[config.mk]
export PLATFORM = sky130hd
export DESIGN_NAME = bpc_block_seq
export DESIGN_NICKNAME = d
export VERILOG_FILES = /design/src/rtl/bpc_block_seq.sv
export SDC_FILE = /design/constraint.sdc
export NUM_CORES = 1
export LEC_CHECK = 0
export CAP_MARGIN = 20
export CORE_MARGIN = 2
export CORE_UTILIZATION = 45
export CTS_CLUSTER_SIZE = 30
export DETAILED_ROUTE_END_ITERATION = 10
export DONT_BUFFER_PORTS = 1
export PLACE_DENSITY_LB_ADDON = 0.15
export SYNTH_ARGS = -nofsm -noshare
export SYNTH_HDL_FRONTEND = slang
export SYNTH_SLANG_ARGS = --single-unit
[constraint.sdc]
create_clock -name clk_i -period 2.3 [get_ports clk_i]
set_input_delay 0.46 -clock clk_i [delete_from_list [all_inputs] [get_ports clk_i]]
set_output_delay 0.46 -clock clk_i [all_outputs]
set_load 0.01 [all_outputs]
[src/rtl/bpc_block_seq.sv]
// bpc_block_seq
//   Sequences words from an upstream source into fixed-size BPC blocks for
//   the downstream DBP/DBX encoder. Normal traffic is passed straight
//   through. On a flush request, the current partial block is completed with
//   zero pad words. The sequencer then waits for the encoder to go idle and
//   sends the encoder a single-cycle flush pulse.
//
// Parameters
//   BLOCK_SIZE  words per BPC block (power of two, >= 2); ebpc_pkg default 8
//   DATA_W      word width; ebpc_pkg default 8
//
// Ports
//   clk_i       clock, rising edge
//   rst_ni      asynchronous active-low reset
//   data_i      upstream word (signed; carried opaquely)
//   vld_i       upstream valid
//   rdy_o       upstream ready
//   flush_i     flush request, single-cycle pulse
//   data_o      word to encoder
//   vld_o       encoder-side valid
//   rdy_i       encoder ready
//   flush_o     flush to encoder, one-cycle pulse
//   enc_idle_i  encoder holds no partial block
//   idle_o      sequencer and encoder both empty
//   pad_cnt_o   saturating count of pad words inserted since reset
module bpc_block_seq #(
    parameter int unsigned BLOCK_SIZE = 8,
    parameter int unsigned DATA_W     = 8
) (
    input  logic              clk_i,
    input  logic              rst_ni,
    input  logic [DATA_W-1:0] data_i,
    input  logic              vld_i,
    output logic              rdy_o,
    input  logic              flush_i,
    output logic [DATA_W-1:0] data_o,
    output logic              vld_o,
    input  logic              rdy_i,
    output logic              flush_o,
    input  logic              enc_idle_i,
    output logic              idle_o,
    output logic [15:0]       pad_cnt_o
);

    localparam int unsigned POS_W = $clog2(BLOCK_SIZE);

    typedef enum logic [2:0] {
        IDLE,
        PASS,
        PAD,
        DRAIN,
        FLUSH
    } state_e;

    state_e            state_q, state_d;
    logic [POS_W-1:0]  pos_q, pos_d;
    logic [15:0]       pad_cnt_q, pad_cnt_d;
    logic              hs;

    // Datapath muxing. vld_o is chosen by state only, never by rdy_i.
    always_comb begin
        data_o = data_i;
        vld_o  = vld_i;
        rdy_o  = rdy_i;
        unique case (state_q)
            PAD: begin
                data_o = '0;
                vld_o  = 1'b1;
                rdy_o  = 1'b0;
            end
            DRAIN, FLUSH: begin
                data_o = '0;
                vld_o  = 1'b0;
                rdy_o  = 1'b0;
            end
            default: ;
        endcase
    end

    assign hs        = vld_o & rdy_i;
    assign flush_o   = (state_q == FLUSH);
    assign idle_o    = (state_q == IDLE) && (pos_q == '0) && enc_idle_i;
    assign pad_cnt_o = pad_cnt_q;

    always_comb begin
        // BLOCK_SIZE is a power of two, so the natural wrap of pos is the
        // block boundary.
        pos_d     = hs ? pos_q + 1'b1 : pos_q;
        state_d   = state_q;
        pad_cnt_d = pad_cnt_q;
        unique case (state_q)
            IDLE, PASS: begin
                // A word accepted alongside the flush counts before the pad
                // decision, hence the test on pos_d rather than pos_q.
                if (flush_i) begin
                    state_d = (pos_d != '0) ? PAD : DRAIN;
                end else if (hs) begin
                    state_d = (pos_d == '0) ? IDLE : PASS;
                end
            end
            PAD: begin
                if (hs) begin
                    if (pad_cnt_q != 16'hFFFF) begin
                        pad_cnt_d = pad_cnt_q + 16'd1;
                    end
                    if (pos_d == '0) begin
                        state_d = DRAIN;
                    end
                end
            end
            DRAIN: begin
                if (enc_idle_i) begin
                    state_d = FLUSH;
                end
            end
            FLUSH: begin
                state_d = IDLE;
            end
            default: begin
                state_d = IDLE;
            end
        endcase
    end

    always_ff @(posedge clk_i or negedge rst_ni) begin
        if (!rst_ni) begin
            state_q   <= IDLE;
            pos_q     <= '0;
            pad_cnt_q <= '0;
        end else begin
            state_q   <= state_d;
            pos_q     <= pos_d;
            pad_cnt_q <= pad_cnt_d;
        end
    end

endmodule
==> key figures <==
Status
  – Run status: finished clean

STA
  – Worst-margin pin slew: 483.0 ps
  – Shortest period the worst path allows: around 2100 ps
  – Setup_tns: 0 ps
  – Max-slew violations: 0
  – Final hold vios: 0
  – Worst Skew: about 8 ps
  – Period utilisation layout: 90.73%
  – Endpoints failing setup: 0
  – WHS: 253.6 ps
  – Max_slew headroom: between 60% and 70%
  – Fmax achieved: 479.2 MHz
  – Final setup margin: 213.2 ps
  – Unrepaired setup endpoints after global routing: false

CTS
  – Max Buffers Root-to-Sink: 2
  – H-tree levels: 1
  – CTS Sinks: 22
  – CTS Root Cell: clkbuf_4
  – Post-CTS Setup Bufs: 0
  – CTS buffer count: 3
  – Clock transition at path regs: around 120 ps
  – Worst-Skew Late Latency: 310 ps
  – CTS tree: yes

Final layout
  – Syn-to-layout area delta: 8.408%
  – Fin nets: between 100 and 150
  – Fin cells: 160
  – Finished Cell Area: 0.001355 sq mm
  – Inserted Diodes: 0
  – Layout cells sized above 1: 13.95%
  – Finished Core Util: 50.44%
  – Filler instances: roughly 260

Synth
  – Area share of the largest cell type after synthesis: 44.04%
  – Ys Warns: 0
  – Syn Area/Cell: 10.00 sq um
  – #FFs+latches synth: 22
  – Mapped Area: 0.001250 sq mm
  – Area leader, netlist: dfrtp_1
  – Syn Nets: 142
  – Cells after synthesis: between 100 and 150
  – Register area share after synthesis: 44.04%
  – Synth unique cells: 34
  – Top post-synthesis cells by area: dfrtp_1 44%, xor2_1 7.7%, and2_1 4.5%

Drt
  – Vias per cell: 5.631
  – Final WL: 2224 um
  – WL per Instance: approximately 14 um
  – Remaining antenna violation count: 0
  – DR top layer: met4
  – DR DRC count: 0
  – Met2 routed WL: 1055 um
  – DRT Pass-1 Iters: 4
  – Post-Route M1 WL: roughly 960 um
  – Routed vias: 901
  – Met3 Wirelength: 169 um
  – Detailed router's first-iteration violation count: 13

Worst setup path
  – CP Data Arrival Time: 1630 ps
  – Crit. End Element: output pin
  – Crit path max fanout: 9
  – CP Data Required Time: approximately 1800 ps
  – Reg2reg path depth: 5
  – Category of the most critical setup path: reg2out
  – CP startpoint kind: flop

Global route
  – GRT Total Usage: 15.21%
  – Total congestion overflow: 0
  – Pin count of the biggest net entering global routing: 23
  – Initial antenna violation count: 0
  – First-pass GRT wire length: 3829 um
  – Number of global-route vias before repair: 907

Min path
  – Hold Crit Class: in2reg
  – Hold path depth: 1

Die
  – Core area: around 0.0027 sq mm
  – Full die area: 0.003215 sq mm
  – I/O pins: 42
  – Die width: 56.71 um
  – Std-Cell Rows: 19
  – Die Span Y: 56.71 um
  – Initial Util: a little under half

Placed design
  – DP Worst Slack: 437.0 ps
  – Placed Cells: 154
  – Placed Area: about 0.0013 sq mm
  – Routability Congestion: 0.6918
  – Detailed Place HPWL: 1715 um
  – Port-buffer cells: 0

Pwr
  – Total power per unit cell area: 1066 mW/mm^2
  – Total chip power: roughly 1.4 mW
  – Lkg Pwr: 0.6208 nW
  – Peak supply drop: about 0.57 mV

Run
  – Max_cap viols: 0
## power breakdown
group          internal, mW  switching, mW
sequential            0.484          0.171
combinational         0.220          0.273
clock                 0.176          0.120
## Yosys cell counts
library cell   n
nor3_1         4
nor4b_4        1
nand3b_1       1
a311oi_1       1
and4_1         2
o211ai_2       1
buf_4          2
nand4_1        2
nor3_2         2
inv_2          1
xnor2_1        5
o21ai_2        2
nand2_1        8
mux2_2         2
or2_2          1
mux2i_1        2
nor4_1         1
a221oi_1       1
nand2b_1       2
nor4b_2        1
inv_1          7
nand3_1        8
a21oi_1        3
nor2_1        14
or3_1          1
and3_1         1
ha_1           3
o21ai_0        1
o311ai_0       1
xor2_1        11
a31oi_1        1
nor3b_4        1
and2_1         9
dfrtp_1       22
## critical path, cell delays in order (launching register included)
cell and delay (ps):
dfrtp_1 510, nand2b_1 210, nor2_1 270, a21oi_2 110
and2_1 230
## kinds of logic (layout without fill, tap and decap cells)
| group | after synthesis | after routing | synth area share [%] |
|---|---|---|---|
| DFF | 22 | 22 | 44.04 |
| and+or+nand+nor | 59 | 59 | 28.13 |
| adders and majority gates | 3 | 3 | 3.003 |
| muxes | 4 | 4 | 3.403 |
| xor gates and xnor gates | 16 | 16 | 11.21 |
| AOI/OAI and AO/OA | 11 | 11 | 6.607 |
| buffers and inverters | 10 | 14 | 3.603 |
## metal layers
| layer | up-vias | GRT usage, % |
|---|---|---|
| met3 | 4 | 3.917 |
| met4 | 0 | 6.122 |
| met5 | - | 0 |
| li1 | 434 | - |
| met1 | 424 | 19.76 |
| met2 | 39 | 24.09 |
## flip-flops by register name (all words and copies together), names as in the netlist
register   count
pos_q          3
state_q        3
pad_cnt_o     16
## repair_timing
action,in CTS,in global routing
resized for setup,0,1
hold endpoints to repair,22,0
hold buffers,1,0
endpoints found under the setup margin,0,9
## layout make-up
| type | count | area [sq um] | share of cell area (%) |
|---|---|---|---|
| Tap cell | 31 | 38.79 | 2.862 |
| Clock buffer | 3 | 22.52 | 1.662 |
| Sequential cell | 22 | 550.5 | 40.63 |
| Clock inverter | 1 | 30.03 | 2.216 |
| Timing Repair Buffer | 2 | 25.02 | 1.847 |
| Multi-Input combinational cell | 93 | 658.1 | 48.57 |
| Inverter | 8 | 30.03 | 2.216 |
## worst paths after layout
| check | slack [ps] | startpoint | end |
|---|---|---|---|
| setup reg to reg | 430 | pad_cnt_o[0]$_DFFE_PN0P_ | pad_cnt_o[1]$_DFFE_PN0P_ |
| hold reg to reg | 560 | pos_q[2]$_DFF_PN0_ | pos_q[2]$_DFF_PN0_ |
| hold / removal | 250 | enc_idle_i | state_q[1]$_DFFE_PN0P_ |
| min in group asynchronous | 530 | rst_ni | pad_cnt_o[11]$_DFFE_PN0P_ |
| max in group asynchronous | 1320 | rst_ni | pos_q[1]$_DFF_PN0_ |
| setup / recovery | 210 | state_q[0]$_DFFE_PN0P_ | data_o[2] |
## cells in the final DEF (no fill, tap or decap), drive strengths merged, types with 2 or more instances in the layout
cell type / Yosys / layout
and4: 2 / 2
xnor2: 5 / 5
inv: 8 / 8
nor3: 6 / 6
clkbuf: 0 / 3
mux2: 2 / 2
xor2: 11 / 11
dfrtp: 22 / 22
nand3: 8 / 8
nor4b: 2 / 2
nor2: 14 / 14
nand2b: 2 / 2
ha: 3 / 3
mux2i: 2 / 2
and2: 9 / 9
nand2: 8 / 8
o21ai: 3 / 3
a21oi: 3 / 3
nand4: 2 / 2
(Power assumes the default switching activity.)
